===== config.mk =====
export PLATFORM = sky130hd
export DESIGN_NAME = pixel_writer
export DESIGN_NICKNAME = d
export VERILOG_FILES = /design/src/rtl/pixel_writer.sv
export SDC_FILE = /design/constraint.sdc
export NUM_CORES = 1
export LEC_CHECK = 0
export ABC_AREA = 1
export CAP_MARGIN = 10
export CORE_UTILIZATION = 48
export DETAILED_ROUTE_END_ITERATION = 10
export PLACE_DENSITY = 0.74
export SLEW_MARGIN = 20
export SYNTH_ARGS = -nofsm -noshare
export SYNTH_HDL_FRONTEND = slang
export SYNTH_SLANG_ARGS = --single-unit

===== constraint.sdc =====
create_clock -name clk -period 4.8 [get_ports clk]
set_input_delay 0.48 -clock clk [delete_from_list [all_inputs] [get_ports clk]]
set_output_delay 0.48 -clock clk [all_outputs]
set_load 0.03 [all_outputs]

===== src/rtl/pixel_writer.sv =====
// Plots single pixels into a 1 bpp, 16-pixels-per-word SRAM framebuffer by read-modify-write,
// buffering incoming points in a small FIFO; also zeroes the whole framebuffer on request.
module pixel_writer #(
    parameter int WIDTH      = 640,
    parameter int HEIGHT     = 480,
    parameter int FIFO_DEPTH = 4,
    parameter int ADDR_W     = 15
) (
    input  logic              clk,
    input  logic              reset,
    input  logic              plot,
    input  logic [9:0]        x,
    input  logic [9:0]        y,
    input  logic              clear,
    output logic              busy,
    output logic              clear_done,
    output logic              mem_req,
    output logic              mem_we,
    output logic [ADDR_W-1:0] mem_addr,
    output logic [15:0]       mem_wdata,
    input  logic              mem_gnt,
    input  logic [15:0]       mem_rdata,
    output logic [2:0]        dbg_state
);

    localparam int PTR_W = $clog2(FIFO_DEPTH);
    localparam int PIX_W = ADDR_W + 4;
    localparam int WORDS = WIDTH * HEIGHT / 16;
    localparam logic [ADDR_W-1:0] LAST_WORD = ADDR_W'(WORDS - 1);

    localparam logic [2:0] S_IDLE  = 3'd0;
    localparam logic [2:0] S_READ  = 3'd1;
    localparam logic [2:0] S_RWAIT = 3'd2;
    localparam logic [2:0] S_WRITE = 3'd3;
    localparam logic [2:0] S_CLEAR = 3'd4;

    logic [2:0]        r_state;
    logic [9:0]        r_fx [FIFO_DEPTH];
    logic [9:0]        r_fy [FIFO_DEPTH];
    logic [PTR_W:0]    r_wp;
    logic [PTR_W:0]    r_rp;
    logic              r_clr_pend;
    logic [ADDR_W-1:0] r_cnt;
    logic [ADDR_W-1:0] r_addr;
    logic [3:0]        r_bit;
    logic [15:0]       r_wdata;
    logic              r_clear_done;

    logic              w_full;
    logic              w_empty;
    logic              w_in_range;
    logic              w_push;
    logic              w_pop;
    logic [PIX_W-1:0]  w_pix;
    logic              w_clear_fire;
    logic              w_last;

    assign w_full       = (r_wp - r_rp) == (PTR_W + 1)'(FIFO_DEPTH);
    assign w_empty      = (r_wp == r_rp);
    assign w_in_range   = ({22'd0, x} < 32'(WIDTH)) && ({22'd0, y} < 32'(HEIGHT));
    assign busy         = w_full | (r_state == S_CLEAR) | r_clr_pend;
    assign w_push       = plot & ~busy & w_in_range;
    assign w_pop        = (r_state == S_IDLE) & ~r_clr_pend & ~w_empty;
    assign w_clear_fire = clear & (r_state != S_CLEAR);
    assign w_last       = (r_state == S_CLEAR) & mem_gnt & (r_cnt == LAST_WORD);

    // Linear pixel index of the FIFO head; upper bits form the word address, low nibble the bit.
    assign w_pix = PIX_W'(r_fy[r_rp[PTR_W-1:0]]) * PIX_W'(WIDTH) + PIX_W'(r_fx[r_rp[PTR_W-1:0]]);

    // SRAM handshake: mem_req rises with mem_we/mem_addr/mem_wdata set up and all four stay
    // constant until the cycle mem_gnt is high, which is the cycle the access completes.
    assign mem_req    = (r_state == S_READ) | (r_state == S_WRITE) | (r_state == S_CLEAR);
    assign mem_we     = (r_state == S_WRITE) | (r_state == S_CLEAR);
    assign mem_addr   = (r_state == S_CLEAR) ? r_cnt : r_addr;
    assign mem_wdata  = (r_state == S_WRITE) ? r_wdata : 16'd0;
    assign clear_done = r_clear_done;
    assign dbg_state  = r_state;

    always_ff @(posedge clk) begin
        if (w_push) begin
            r_fx[r_wp[PTR_W-1:0]] <= x;
            r_fy[r_wp[PTR_W-1:0]] <= y;
        end
    end

    always_ff @(posedge clk or posedge reset) begin
        if (reset) begin
            r_state      <= S_IDLE;
            r_wp         <= '0;
            r_rp         <= '0;
            r_clr_pend   <= 1'b0;
            r_cnt        <= '0;
            r_addr       <= '0;
            r_bit        <= '0;
            r_wdata      <= '0;
            r_clear_done <= 1'b0;
        end else begin
            r_clear_done <= w_last;
            if (w_clear_fire) r_clr_pend <= 1'b1;
            if (w_push) r_wp <= r_wp + 1'b1;
            if (w_pop) r_rp <= r_rp + 1'b1;
            case (r_state)
                S_IDLE: begin
                    if (r_clr_pend) begin
                        r_clr_pend <= 1'b0;
                        r_cnt      <= '0;
                        r_state    <= S_CLEAR;
                    end else if (!w_empty) begin
                        r_addr  <= w_pix[PIX_W-1:4];
                        r_bit   <= w_pix[3:0];
                        r_state <= S_READ;
                    end
                end
                S_READ: begin
                    if (mem_gnt) r_state <= S_RWAIT;
                end
                S_RWAIT: begin
                    r_wdata <= mem_rdata | (16'd1 << r_bit);
                    r_state <= S_WRITE;
                end
                S_WRITE: begin
                    if (mem_gnt) r_state <= S_IDLE;
                end
                S_CLEAR: begin
                    if (mem_gnt) begin
                        if (r_cnt == LAST_WORD) begin
                            // Points queued before the clear are stale once the screen is blank.
                            r_rp    <= r_wp;
                            r_cnt   <= '0;
                            r_state <= S_IDLE;
                        end else begin
                            r_cnt <= r_cnt + 1'b1;
                        end
                    end
                end
                default: r_state <= S_IDLE;
            endcase
        end
    end

endmodule


# Word-level counts from Yosys, hierarchy flattened
# Memories as Yosys holds them, arrays and structs flattened.
# Index checks and enable logic that the tools add are counted.
[word_totals]
register_bits = 61
ramBits = 80
output_inout_bits = 38
elab_cells = 78
mem_count = 2
[classes]
addsub = 5
multipliers = 1
order_cmp = 2
eq_ne = 14
n_shift = 1
mux = 22
bitwise = 16
reduce_logical = 6
[memory_table]
columns = ["memory", "words", "word_bits", "read_ports", "rd_clocked_by_memory_dff", "write_ports", "line_no", "source"]
rows = [
  ["r_fx", 4, 10, 1, 0, 1, "38", "logic [9:0] r_fx [FIFO_DEPTH];"],
  ["r_fy", 4, 10, 1, 0, 1, "39", "logic [9:0] r_fy [FIFO_DEPTH];"],
]
[ops]
columns = ["cell", "count"]
rows = [
  ["$mux W15", 4],
  ["$mux W3", 10],
  ["$pmux W15 S2", 1],
  ["$add A19 B10 Y19", 1],
  ["$mux W16", 1],
  ["$or A16 B16 Y16", 1],
  ["$shl A1 B4 Y16 const A", 1],
  ["$add A15 B1 Y15 const B", 1],
  ["$eq A15 B15 Y1 const B", 1],
  ["$pmux W3 S5", 1],
  ["$mul A10 B3 Y12 const B", 1],
  ["$lt A10 B10 Y1 const B", 1],
  ["$lt A10 B9 Y1 const B", 1],
  ["$ne A2 B2 Y1 const B", 4],
  ["$and A1 B1 Y1", 7],
  ["$add A3 B1 Y3 const B", 2],
  ["$eq A3 B2 Y1 const B", 2],
  ["$eq A3 B3 Y1 const B", 2],
  ["$ne A3 B3 Y1 const B", 2],
  ["$reduce_and A3 Y1", 2],
  ["$mux W1", 5],
  ["$or A1 B1 Y1", 5],
  ["$reduce_and A5 Y1", 1],
  ["$eq A3 B1 Y1 const B", 1],
  ["7 further kinds", 9],
]

# Logic depth before layout (Yosys ltp)
[depth]
depth_word = 9
mapped_depth = 19

# Worst setup path before layout
# Ideal clock, no wire load.
[synth_path]
path_type = "reg2reg"
from = "register r_rp[1]"
to = "memory r_fx[0][0] (enable)"
setup_time_ns = 0.397
arrival_ns = 2.797
required_time_ns = 4.403
slack_ns = 1.606
stages_incl_launch_ff = 12
path_buffers = 2
path_cell_list = "dfrtp_1 > buf_2 > inv_1 > clkbuf_1 > ha_1 > nand2_1 > nand4_1 > nand4_1 > nand3_1 > inv_1 > nand2_2 > nor2_1"
[synth_between]
elab_chain_cells = 9
[synth_lines]
columns = ["item", "line_no", "source"]
rows = [
  ["start, declared", "41", "logic [PTR_W:0] r_rp;"],
  ["start signal, assigned", "101", "if (w_pop) r_rp <= r_rp + 1'b1;"],
  ["start signal, assigned", "128", "r_rp <= r_wp;"],
  ["$sub A3 B3 Y3", "58", "assign w_full = (r_wp - r_rp) == (PTR_W + 1)'(FIFO_DEPTH);"],
  ["$eq A3 B3 Y1", "58", ""],
  ["$or A1 B1 Y1 (2 in a row)", "61", "assign busy = w_full | (r_state == S_CLEAR) | r_clr_pend;"],
  ["via busy", "15", "output logic busy,"],
  ["$not A1 Y1", "62", "assign w_push = plot & ~busy & w_in_range;"],
  ["$and A1 B1 Y1 (2 in a row)", "62", ""],
  ["$mux W1", "80", "if (w_push) begin"],
  ["$mux W1 (implied by the code)", "81", "r_fx[r_wp[PTR_W-1:0]] <= x;"],
  ["end, declared", "38", ""],
]
# The timed path passes the listed nets, and every way through them passes these cells.

# Final worst setup path
[layout_path]
from = "register r_rp[1]"
to = "register r_addr[14]"
[layout_between]
elab_chain_cells = 3
[layout_lines]
columns = ["item", "line_no", "source"]
rows = [
  ["$mem_v2 Z4 W10 / $eq A3 B3 Y1 (equally long branches)", "n/a", ""],
  ["$mul A10 B3 Y12 / $not A1 Y1 (equally long branches)", "n/a", ""],
  ["$add A19 B10 Y19 / $reduce_and A3 Y1 (equally long branches)", "n/a", ""],
  ["end signal, assigned", "109", "r_addr <= w_pix[PIX_W-1:4];"],
  ["end, declared", "44", "logic [ADDR_W-1:0] r_addr;"],
]
# Parallel ways exist; a longest one is shown, timed or not.
# A chain may end at the register's enable or synchronous reset.

==> impl_summary.md <==
Logic synthesis
After synthesis, flip-flops and latches occupy 55.50% of the total area. The synthesized area divided by synthesized cell count is 9.182 µm². The portion of synthesized area spent on multiplexers is 0%.

After synthesis, the largest family of logic cells by area is simple AND/OR/NAND/NOR gates. The synthesized netlist devotes 11.51% of its cell area to compound gates. For this run, asynchronously set or reset flops after synthesis account for 43.26%. The net count after synthesis is 841. Of the total synthesized cell area, the portion taken by full adders, half adders and majority gates is 5.338%.

The number of enable-type register cells in the synthesized netlist is 80. The cell area after technology mapping is 7079 µm². The synthesized design spends more area on one cell type than any other, namely edfxtp_1.

The flip-flop cell with the highest count after synthesis is edfxtp_1. In the synthesized netlist, the number of instances is 771. Synthesis inferred 141 register bits.

The number of warnings printed during yosys synthesis is 0. The share of Yosys cell area claimed by the top area cell type is 33.93%. By area the synthesized netlist is led by edfxtp_1 34%, dfrtp_1 22%, nand2_1 7.6%. The fraction of synthesized cell area in xor and xnor cells is 0.8660%. The number of unique standard cell types used by synthesis is 43.

After Yosys synthesis, and, or, nand and nor cells account for 20.11% of the synthesized area.

Cells and area
The register area is 3929 µm². The number of antenna diodes in the final layout is 0. The non-filler instance count after layout is 1,050. Cells with a size suffix above 1 make up 7.852% of the layout. Relative to the synthesized area, the layout overhead comes to 21.97%. Counting the fill cells in the layout gives 1,270. At the end of the flow, the number of nets in the layout was 923. In the final layout, the multi-input gates occupy 2678 µm².

STA
The final critical-path required period is 3.449 ns. The worst path uses 71.86% of the clock period. Summed over all failing endpoints, the final setup total negative slack is 0 ns. The post-route clock skew is 0.009164 ns.

The number of setup violations in the final report is 0. The final number of hold-violating endpoints was 0. Setup repair after global routing left no endpoint under its margin. The number of pins with negative max-slew slack in the final report is 0. The transition time at the pin with the least slew margin is 0.5929 ns.

The relative max-transition margin is 60.47%. Static timing analysis puts the maximum clock frequency at 0.2899 GHz.

Clocking
The tree is rooted in a clkbuf_16. The worst-case clock buffer depth is 2. Clock tree synthesis found a total of 141 sinks. The source-to-sink clock delay at the later pin of the worst-skew pair is 0.43 ns. The number of gates resized after CTS was 0. Hold repair after CTS inserted 0 buffers.

The number of H-tree branching levels is 4. The buffer count from post-CTS setup fixing is 0. The CTS tree is done. The CTS clock-pin slew for the worst setup and hold paths is 0.07 ns. TritonCTS created 17 clock buffers.

Drt
The average detailed-routed wire length per instance is 14.57 µm. For this block, the routed nets add up to 15,300 µm of wire. The DRC marker count from the first detailed-route iteration is 455. The detailed-router iteration count before antenna repair is 5. In the routed design, unresolved DRC markers number 0. The per-cell via count in the routed design is 5.264. The count of antenna-violating nets left after detailed routing is 0.

Detailed routing inserted a total of 5,527 vias.

Power and ir drop
For this design the static power due to leakage is 3.599 nW. The power density normalized to cell area is 734.9 nW/µm². The maximum vdd ir drop is 0.4590 mV.

Floorplanning
The vertical die dimension is 123.4 µm. After floorplanning, the core was divided into 44 placement rows. The floorplan step defined a die boundary enclosing 15,240 µm².

Once the floorplan was initialized, standard cells occupied 48.89% of the core. The core region is 14,480 µm². The die is 123.4 µm wide. 79 I/O pins were placed.

Critical path
The origin of the critical flop-to-flop path is r_rp[1]. At the worst endpoint, the required time is 5.12 ns. The worst setup path is launched from a flop. The critical path data arrival time is 3.77 ns. In this run the register-to-register setup slack is 1.35 ns. The highest fanout seen on the critical path is 20. Following the worst setup path forward leads to its endpoint at r_addr[14].

The critical path in this run is classified as reg2reg. The kind of end point of the critical path is a flop. For the worst flop-to-flop path, the logic depth is 16. The terminus of the critical flop-to-flop path is r_addr[14]. In this run the worst setup path begins at r_rp[1].

GRT
The via count of the first global-routing pass is 5,114. The overall track demand over capacity in global routing is 21.48%. The number of antenna violations at the first check in global routing came to 0.

The first global-routing pass estimated 24,530 µm of wire. For this run the aggregate overflow at the end of global routing stands at 0. Entering global routing, the biggest net connects 48 pins.

Hold path
The tightest min-delay check is of the in2async type.

Placed design
Routability-driven placement finished with a final weighted congestion of 0.8584. The count of buffers added on input and output ports is 78. The placed wire-length estimate is 10,640 µm.

The placed cell count is 1,018.

Outcome
The flow ran to the end, and the final reports show no timing, DRC or antenna violations.

Flow run
The number of maximum-capacitance violations is 0.
[flip-flops by register name, summed over array words and instances, names as in the netlist]
name and flops:
clear_done 1, dbg_state 3, r_addr 15, r_bit 4, r_clr_pend 1, r_cnt 15
r_fx 40, r_fy 40, r_rp 3, r_wdata 16, r_wp 3
[kinds of logic after synthesis]
| kind of cell | count (synthesis) |
|---|---|
| and+or+nand+nor | 325 |
| AOI/OAI and AO/OA | 150 |
| adders and majority gates | 29 |
| buffers and inverters | 119 |
| xor gates and xnor gates | 7 |
| DFF | 141 |
[worst min-delay path by stage]
stage	start	end	slack, ns
2_1_floorplan	r_addr[3]	r_addr[3]	0.45
3_3_place_gp	r_addr[5]	r_addr[5]	0.47
3_5_place_dp	r_addr[5]	r_addr[5]	0.48
4_1_cts	reset	dbg_state[2]	0.33
5_1_grt	reset	dbg_state[2]	0.37
6_report	reset	dbg_state[2]	0.32
[power by group]
part	switching (mW)	internal, mW
clock network	0.530	0.773
logic	2.20	1.19
registers	0.138	1.52
total	2.87	3.48
[cells in the final DEF (no fill, tap or decap), drive strengths merged, types with 2 or more instances in the layout]
master	n
nor4	4
xnor2	4
and3	2
o211ai	3
xor2	3
nand2	148
a22oi	4
or2	2
a32oi	2
edfxtp	80
clkbuf	18
nor3	9
clkdlybuf4s50	78
bufinv	2
o22ai	15
clkinv	5
nand4	14
buf	10
inv	98
a21oi	12
dfrtp	61
nor2	107
o21ai	107
fa	2
clkinvlp	3
a31oi	5
ha	27
nand3	37
[worst max-delay path, cell delays in order, from the launching register on]
cell and delay (ns):
dfrtp_1 0.36, buf_4 0.20, inv_1 0.41, o21ai_0 0.19, o22ai_1 0.22, ha_1 0.27, ha_1 0.25, fa_1 0.53
nand2_1 0.08, nor2_1 0.09, nand2_1 0.08, a21oi_2 0.18, nand3_2 0.11, nor2_2 0.14, nand3_1 0.09, nand3_1 0.09
nand2_1 0.05
[synth_stat cells (all sizes together), types with 5 or more instances]
master / instances
nor2: 107
nand3: 37
o21ai: 107
dfrtp: 61
clkbuf: 17
a31oi: 5
o22ai: 15
buf: 8
nand2: 148
a21oi: 12
nand4: 14
nor3: 9
ha: 27
edfxtp: 80
inv: 92
[per-layer routing]
layer | vias to the layer above | track usage (%) | share of wire [%]
li1 | 2777 | - | -
met1 | 2571 | 28.20 | 46
met2 | 155 | 34.43 | 46
met3 | 24 | 4.705 | 5.4
met4 | 0 | 8.961 | 1.8
met5 | - | 0 | 0
[area by class of cell]
cell class	instances	area share (%)
tap	184	2.666
clock inverter	14	1.797
clock buffer	18	4.970
timing repair buffer	88	9.912
sequential	141	45.50
multi-input combinational	511	31.01
inverter	94	4.144
[per-stage QoR]
| stage | total power, mW | hold WS (ns) | instance area [µm²] | setup WS [ns] | utilization [%] |
|---|---|---|---|---|---|
| after floorplan | 4.164 | 0.4492 | 7079 | 1.606 | - |
| after global placement | 4.988 | 0.4719 | 8050 | 1.453 | 55.60 |
| after detailed placement | 5.052 | 0.4777 | 8050 | 1.349 | 55.60 |
| after CTS | 6.381 | 0.3271 | 8635 | 1.357 | 59.64 |
| after global routing | 6.925 | 0.3657 | 8635 | 1.024 | 59.64 |
| final | 6.345 | 0.3233 | 8635 | 1.351 | 59.64 |
Power figures use the tool's default switching activity.
